`src/rtl/uart_xcvr.sv`:
```
// uart_xcvr: runtime-divisor UART transceiver with 16x oversampled majority-vote RX, parity and error flags
module uart_xcvr #(
  parameter int DLEN = 8,
  parameter int DIVW = 16,
  parameter int RST_DIV = 651
) (
  input  logic            clk,
  input  logic            rst,
  input  logic [DIVW-1:0] i_div,
  input  logic            i_par_en,
  input  logic            i_par_odd,
  input  logic            i_two_stop,
  input  logic            i_rxs,
  output logic            o_tx,
  input  logic            i_wvalid,
  output logic            o_wready,
  input  logic [DLEN-1:0] i_wdata,
  output logic            o_rvalid,
  input  logic            i_rready,
  output logic [DLEN-1:0] o_rdata,
  output logic            o_frame_err,
  output logic            o_par_err,
  output logic            o_overrun
);
  localparam int BW = $clog2(DLEN);
  localparam logic [BW-1:0] LAST = BW'(DLEN - 1);
  typedef enum logic [2:0] {TX_IDLE, TX_START, TX_DATA, TX_PAR, TX_STOP1, TX_STOP2} tx_state_t;
  typedef enum logic [2:0] {RX_IDLE, RX_START, RX_DATA, RX_PAR, RX_STOP} rx_state_t;
  tx_state_t tx_st, tx_nx;
  rx_state_t rx_st, rx_nx;
  logic [DIVW-1:0] tx_div, tx_cnt, rx_div, rx_cnt;
  logic [3:0] tx_sub, rx_sub;
  logic [BW-1:0] tx_bit, rx_bit;
  logic [DLEN-1:0] tx_sh, rx_sh;
  logic [1:0] rx_smp;
  logic tx_pen, tx_pv, tx_two, tx_tick, tx_end, tx_go;
  logic rx_pen, rx_podd, rx_perr, rxs_q, rx_tick, rx_end, rx_dec, rx_maj, rx_go, rx_wr;
  assign tx_tick = tx_cnt == tx_div - DIVW'(1);
  assign tx_end = tx_tick && tx_sub == 4'd15;
  assign tx_go = tx_st == TX_IDLE && i_wvalid;
  assign o_wready = tx_st == TX_IDLE;
  assign o_tx = tx_st == TX_START ? 1'b0 : tx_st == TX_DATA ? tx_sh[0] : tx_st == TX_PAR ? tx_pv : 1'b1;
  always_comb begin
    tx_nx = tx_st;
    case (tx_st)
      TX_IDLE:  tx_nx = i_wvalid ? TX_START : TX_IDLE;
      TX_START: tx_nx = tx_end ? TX_DATA : TX_START;
      TX_DATA:  tx_nx = tx_end && tx_bit == LAST ? (tx_pen ? TX_PAR : TX_STOP1) : TX_DATA;
      TX_PAR:   tx_nx = tx_end ? TX_STOP1 : TX_PAR;
      TX_STOP1: tx_nx = tx_end ? (tx_two ? TX_STOP2 : TX_IDLE) : TX_STOP1;
      TX_STOP2: tx_nx = tx_end ? TX_IDLE : TX_STOP2;
      default:  tx_nx = TX_IDLE;
    endcase
  end
  always_ff @(posedge clk) begin
    if (rst) begin
      tx_st <= TX_IDLE;
      tx_div <= DIVW'(RST_DIV);
      tx_cnt <= '0;
      tx_sub <= '0;
      tx_bit <= '0;
      tx_sh <= '0;
      tx_pen <= 1'b0;
      tx_pv <= 1'b0;
      tx_two <= 1'b0;
    end else begin
      tx_st <= tx_nx;
      if (tx_go) begin
        tx_div <= i_div == '0 ? DIVW'(1) : i_div;
        tx_cnt <= '0;
        tx_sub <= '0;
        tx_bit <= '0;
        tx_sh <= i_wdata;
        tx_pen <= i_par_en;
        tx_pv <= ^i_wdata ^ i_par_odd;
        tx_two <= i_two_stop;
      end else begin
        tx_cnt <= tx_tick ? '0 : tx_cnt + DIVW'(1);
        if (tx_tick) tx_sub <= tx_sub + 4'd1;
        if (tx_end && tx_st == TX_DATA) begin
          tx_sh <= tx_sh >> 1;
          tx_bit <= tx_bit + BW'(1);
        end
      end
    end
  end
  // samples from ticks 7 and 8 are held; tick 9 votes with the live line
  assign rx_tick = rx_cnt == rx_div - DIVW'(1);
  assign rx_end = rx_tick && rx_sub == 4'd15;
  assign rx_dec = rx_tick && rx_sub == 4'd9;
  assign rx_maj = (rx_smp[1] & rx_smp[0]) | (rx_smp[1] & i_rxs) | (rx_smp[0] & i_rxs);
  assign rx_go = rx_st == RX_IDLE && rxs_q && !i_rxs;
  assign rx_wr = rx_st == RX_STOP && rx_dec;
  always_comb begin
    rx_nx = rx_st;
    case (rx_st)
      RX_IDLE:  rx_nx = rx_go ? RX_START : RX_IDLE;
      RX_START: rx_nx = rx_dec && rx_maj ? RX_IDLE : rx_end ? RX_DATA : RX_START;
      RX_DATA:  rx_nx = rx_end && rx_bit == LAST ? (rx_pen ? RX_PAR : RX_STOP) : RX_DATA;
      RX_PAR:   rx_nx = rx_end ? RX_STOP : RX_PAR;
      RX_STOP:  rx_nx = rx_dec ? RX_IDLE : RX_STOP;
      default:  rx_nx = RX_IDLE;
    endcase
  end
  always_ff @(posedge clk) begin
    if (rst) begin
      rx_st <= RX_IDLE;
      rx_div <= DIVW'(RST_DIV);
      rx_cnt <= '0;
      rx_sub <= '0;
      rx_bit <= '0;
      rx_sh <= '0;
      rx_smp <= '0;
      rx_pen <= 1'b0;
      rx_podd <= 1'b0;
      rx_perr <= 1'b0;
      rxs_q <= 1'b1;
    end else begin
      rx_st <= rx_nx;
      rxs_q <= i_rxs;
      if (rx_go) begin
        rx_div <= i_div == '0 ? DIVW'(1) : i_div;
        rx_cnt <= '0;
        rx_sub <= '0;
        rx_bit <= '0;
        rx_pen <= i_par_en;
        rx_podd <= i_par_odd;
        rx_perr <= 1'b0;
      end else begin
        rx_cnt <= rx_tick ? '0 : rx_cnt + DIVW'(1);
        if (rx_tick) rx_sub <= rx_sub + 4'd1;
        if (rx_tick && (rx_sub == 4'd7 || rx_sub == 4'd8)) rx_smp <= {rx_smp[0], i_rxs};
        if (rx_dec && rx_st == RX_DATA) rx_sh <= {rx_maj, rx_sh[DLEN-1:1]};
        if (rx_dec && rx_st == RX_PAR) rx_perr <= rx_maj != (^rx_sh ^ rx_podd);
        if (rx_end && rx_st == RX_DATA) rx_bit <= rx_bit + BW'(1);
      end
    end
  end
  always_ff @(posedge clk) begin
    if (rst) begin
      o_rvalid <= 1'b0;
      o_rdata <= '0;
      o_frame_err <= 1'b0;
      o_par_err <= 1'b0;
      o_overrun <= 1'b0;
    end else begin
      o_overrun <= rx_wr && o_rvalid && !i_rready;
      if (rx_wr && (!o_rvalid || i_rready)) begin
        o_rvalid <= 1'b1;
        o_rdata <= rx_sh;
        o_frame_err <= !rx_maj;
        o_par_err <= rx_perr;
      end else if (o_rvalid && i_rready) begin
        o_rvalid <= 1'b0;
      end
    end
  end
endmodule

```
`config.mk`:
```
export PLATFORM = sky130hd
export DESIGN_NAME = uart_xcvr
export DESIGN_NICKNAME = d
export VERILOG_FILES = /design/src/rtl/uart_xcvr.sv
export SDC_FILE = /design/constraint.sdc
export NUM_CORES = 1
export LEC_CHECK = 0
export ABC_AREA = 1
export BUFFER_PORTS_ARGS = -buffer_cell sky130_fd_sc_hd__buf_2
export CORE_MARGIN = 2
export CORE_UTILIZATION = 55
export DETAILED_ROUTE_END_ITERATION = 16
export PLACE_DENSITY_LB_ADDON = 0.3
export SYNTH_ARGS = -nofsm -noshare
export SYNTH_HDL_FRONTEND = slang
export SYNTH_SLANG_ARGS = --single-unit
```
`constraint.sdc`:
```
create_clock -name clk -period 1.9 [get_ports clk]
set_input_delay 0.38 -clock clk [delete_from_list [all_inputs] [get_ports clk]]
set_output_delay 0.38 -clock clk [all_outputs]
set_load 0.1 [all_outputs]
```
; ---- After elaboration in Yosys (flattened, before gate mapping)
; Cells that the tools add are included.
[classes]
add_sub_neg = 8
n_mul = 0
n_div = 0
magnitude_cmp = 0
eq_ne = 19
shift = 0
muxes = 25
n_bitwise = 8
reduce_logical = 38
[ops]
columns = operator, n
row1 = adder 16 x 1 -> 16 bit (second input constant), 2
row2 = == test 16 bit, 2
row3 = subtractor 16 x 1 -> 16 bit (second input constant), 2
row4 = two-way mux 3 bit, 10
row5 = logical AND 1 bit, 19
row6 = one-hot mux 3 bit (6 select lines), 1
row7 = == test 4 bit (second input constant), 4
row8 = logical NOT 16 bit, 1
row9 = two-way mux 16 bit, 1
row10 = two-way mux 8 bit, 2
row11 = parity 8 bit, 2
row12 = == test 3 bit (second input constant), 5
row13 = one-hot mux 3 bit (5 select lines), 1
row14 = == test 3 x 2 -> 1 bit (second input constant), 4
row15 = adder 4 x 1 -> 4 bit (second input constant), 2
row16 = two-way mux 1 bit, 7
row17 = adder 3 x 1 -> 3 bit (second input constant), 2
row18 = == test 3 x 1 -> 1 bit (second input constant), 2
row19 = logical NOT 3 bit, 2
row20 = two-way mux 2 bit, 3
row21 = OR reduction 3 bit, 2
row22 = == test 4 x 3 -> 1 bit (second input constant), 1
row23 = logical NOT 1 bit, 4
row24 = AND reduction 2 bit, 2
row25 = 8 further kinds, 15
[totals]
ff_bits = 121
latchBits = 0
ram_bits = 0
mem_bits_ro = 0
memories = 0

; ---- Longest topological paths before layout
[depth]
ltp_word = 6
mapped_depth = 20

; ---- Worst setup path before layout
; Ideal clock, no wire load.
[synth_path]
kind = reg-to-reg
start = register tx_st[0]
end = register tx_div[12]
setup_time_ps = 75
arrival_ps = 3563
required_ps = 1825
setup_slack_ps = -1737
stages_incl_launch_ff = 7
n_path_buf = 1
cell_sequence = dfxtp_1 nor3_1 nand2_1 nor2_1 inv_1 clkbuf_1 o21ai_0
[synth_via]
elab_chain_len = 2
[synth_rtl]
columns = item, line_no
row1 = start: declaration, 29  ; tx_state_t tx_st, tx_nx;
row2 = start signal: assignment, 67  ; tx_st <= tx_nx;
row3 = logical NOT 3 bit, n/a
row4 = named net o_wready, 16  ; output logic o_wready,
row5 = logical AND 1 bit, 40  ; assign tx_go = tx_st == TX_IDLE && i_wvalid;
row6 = end signal: assignment, 58  ; tx_div <= DIVW'(RST_DIV);
row7 = end signal: assignment, 69  ; tx_div <= i_div == '0 ? DIVW'(1) : i_div;
row8 = end: declaration, 31  ; logic [DIVW-1:0] tx_div, tx_cnt, rx_div, rx_cnt;
; The timed path passes the listed nets, and every way through them passes these cells.
; A chain may end at the register's enable or synchronous reset.

; ---- Worst setup path after layout
[layout_path]
start = register tx_div[1]
end = register tx_sh[5]
[layout_via]
elab_chain_len = 5
[layout_rtl]
columns = item, line_no
row1 = subtractor 16 x 1 -> 16 bit, 38  ; assign tx_tick = tx_cnt == tx_div - DIVW'(1);
row2 = == test 16 bit, 38
row3 = logical AND 1 bit, 39  ; assign tx_end = tx_tick && tx_sub == 4'd15;
row4 = logical AND 1 bit, 80  ; if (tx_end && tx_st == TX_DATA) begin
row5 = nonzero test 2 bit (no line), n/a
row6 = end signal: assignment, 73  ; tx_sh <= i_wdata;
row7 = end signal: assignment, 81  ; tx_sh <= tx_sh >> 1;
row8 = end: declaration, 34  ; logic [DLEN-1:0] tx_sh, rx_sh;
; Every way passes these cells.

==> results.md <==
* Status: finished with violations
* Failing checks: negative setup slack
* RSZ-0062 raised after global routing: true
* DRT iter0 DRCs at 609
* Number of global-route vias before repair at 7205
* Area grow syn2layout at 41.8%
* Library cells used by synthesis at 49
* Hold Fails Final Rpt at 0
* Routed wire length at 21500 um
* Worst Tran Pin Value at 0.633 ns
* Sw Share at 27.3%
* Clk root buf: clkbuf_16
* Syn Area/Cell at 6.66 um2
* CP endpoint kind: flip-flop
* Slew Viols, Final at 0
* Crit path kind: flip-flop to flip-flop
* Top cell type's share of synthesized area at 34.2%
* Arr. time, crit path at 2.52 ns
* DRC Markers at 0
* Die Ht at 117 um
* GP Congestion at 0.878
* Die width at 117 um
* Synth top area cells: dfxtp_1 (34%), nand2_1 (14%), nor2_1 (8.0%), inv_1 (7.5%), nand3_1 (4.7%)
* DRT Pass-1 Iters at 7
* Routed length per instance at 15.1 um
* Largest net degree at the start of global routing at 22
* Detailed placement HPWL at 13400 um
* All-Layer GR Usage at 28.5%
* Clk_lat worst skew at 0.43 ns
* Die area at 13800 um2
* Hold Crit Depth at 3
* Final Skew at 0.00906 ns
* NumNets Final at 1287
* Cell Area, Synth at 7080 um2
* Ant diodes at 0
* Commonest register cell after synthesis: dfxtp_1
* P per Cell Area at 722 nW/um2
* Sequential power share at 37.3%
* Cell taking the most area after synthesis: dfxtp_1
* Most frequent cell after synthesis: nand2_1
* Hold buffer count at cts at 0
* Grt ovf at 0
* Layout cell share with drive strength beyond 1 at 36.2%
* Synth warnings at 0
* Worst setup margin at -0.262 ns
* Asr flop ratio synth at 0%
* Comb pwr share at 15.1%
* H-tree levels at 4
* Switch Pwr at 1980 uW
* First-pass GRT wire length at 32600 um
* Leak Pwr at 0.00465 uW
* Critical Path RT at 2.26 ns
* Post-Place Setup Slack at -0.250 ns
* Max Cap Viol at 0
* Max Fclk at 462 MHz
* Post-route ant nets at 0
* Cells after synthesis at 1063
* Reg2reg path depth at 14
* Clock slew seen by the registers of the worst setup and hold paths at 0.06 ns
* Internal power at 5270 uW
* FP Rows at 41
* Synthesized flop and latch total at 121
* Slew HR at 57.5%
* Initial core utilization at 56.1%
* CTS sink count at 121
* Min Tclk post-route at 2.16 ns
* Worst vdd ir at 0.000729 V
* Synth cell count leaders: nand2_1 (267), nor2_1 (151), inv_1 (142)
* Crit path launch type: flip-flop
* Register area share after synthesis at 34.2%
* Post-synth EDFFs at 0
* Initial antenna violation count at 0
* Hold Crit Class: primary input to flip-flop
* Worst Path Max Fanout at 7
* CTS tree: done
* CTS Buffer Depth at 2
* Syn nets at 1107
* Clock share of power at 47.6%
* Vias at 7693
* Via density at 5.39
* # setup viols final at 81
* I/O Pins at 46
* Core area at 12600 um2
* Final core utilization at 79.6%
* Port bufs at 45
* Num CTS Buffers at 17
* Period utilization at 114%
worst max-delay path, stage by stage, from the launching register on:
cell,delay [ns]
dfxtp_2,0.33
inv_2,0.07
ha_4,0.20
nand2_4,0.11
nor2_4,0.14
nand2_1,0.11
nand2_1,0.10
nand2_1,0.09
nand2_1,0.09
nand3_2,0.10
nor2_4,0.13
nand3_4,0.12
o21ai_4,0.28
nand2_2,0.09
a21oi_2,0.12
layout by cell type (no fill, tap or decap), types with 14 or more instances in the layout:
cell type,n
nand2_1,223
inv_1,128
buf_4,115
dfxtp_1,105
nor2_1,98
nand3_1,51
nand2_2,45
nor2_2,44
buf_2,44
nor2_4,30
xor2_1,26
a21oi_1,23
xnor2_1,20
inv_2,19
nand4_1,19
o22ai_1,19
clkbuf_16,18
nand3_2,17
o21ai_1,15
dfxtp_2,14
sequential cells by signal, summed over array words and instances (netlist names), 2 cells and up:
name	flops
tx_cnt	16
rx_sub	4
tx_sh	8
rx_smp	2
tx_st	3
tx_div	16
o_rdata	8
tx_sub	4
rx_sh	8
rx_st	3
rx_bit	3
tx_bit	3
rx_div	16
rx_cnt	16
cell families after synthesis:
| kind of cell | after synthesis | share of synthesized area, % |
|---|---|---|
| AO/OA/AOI/OAI | 108 | 8.76 |
| flip-flops | 121 | 34.2 |
| AND/OR/NAND/NOR | 603 | 39.4 |
| buffers and inverters | 169 | 9.19 |
| adder cells (fa/ha/maj) | 12 | 2.12 |
| XOR/XNOR | 50 | 6.29 |
path summary, 6_finish.rpt:
check	startpoint	to	slack, ns
worst max-delay path	tx_div[1]	tx_sh[5]	-0.26
worst min-delay path	i_two_stop	tx_two	0.18
worst max register to register	tx_div[1]	tx_sh[5]	-0.26
worst min register to register	rx_perr	rx_perr	0.47
stage by stage:
step	instances	total power, uW	cell area [um2]	hold WS [ns]	TNS, ns
CTS	1415	7120	9410	0.167	-5.58
global route	1427	7480	10000	0.203	-22.70
finish	1427	7250	10000	0.177	-11.49
global placement	1371	3620	8400	0.454	-6.33
detailed placement	1371	3640	8400	0.460	-10.83
floorplan	1063	3310	7260	0.428	-3.90
power by group through the flow:
stage / combinational, uW / sequential (uW) / clock [uW]
2_1_floorplan: 572 / 2730 / 0
3_3_place_gp: 878 / 2740 / 0
3_5_place_dp: 894 / 2740 / 0
4_1_cts: 962 / 2700 / 3460
5_1_grt: 1190 / 2720 / 3570
6_report: 1100 / 2710 / 3450
repair_timing:
item	CTS	global route
setup endpoints to repair	80	83
cloned	2	2
resized for setup	85	149
pin swaps	44	70
buffers inserted	11	10
routing by layer:
| metal | vias to the layer above | track usage [%] | wire, um |
|---|---|---|---|
| li1 | 3754 | - | - |
| met1 | 3626 | 33.6 | 8880 |
| met2 | 254 | 51.0 | 11000 |
| met3 | 59 | 5.28 | 983 |
| met4 | 0 | 11.4 | 654 |
| met5 | - | 0 | 0 |
layout make-up:
type	count	area, um2
inverters	154	606
repair buffers	173	1280
well taps	172	215
clock inverters	13	194
clock buffers	18	429
multi-input cells	776	4870
flip-flops and latches	121	2450
fillers	869	2580
Note: power is estimated with default switching activity, not from simulation.
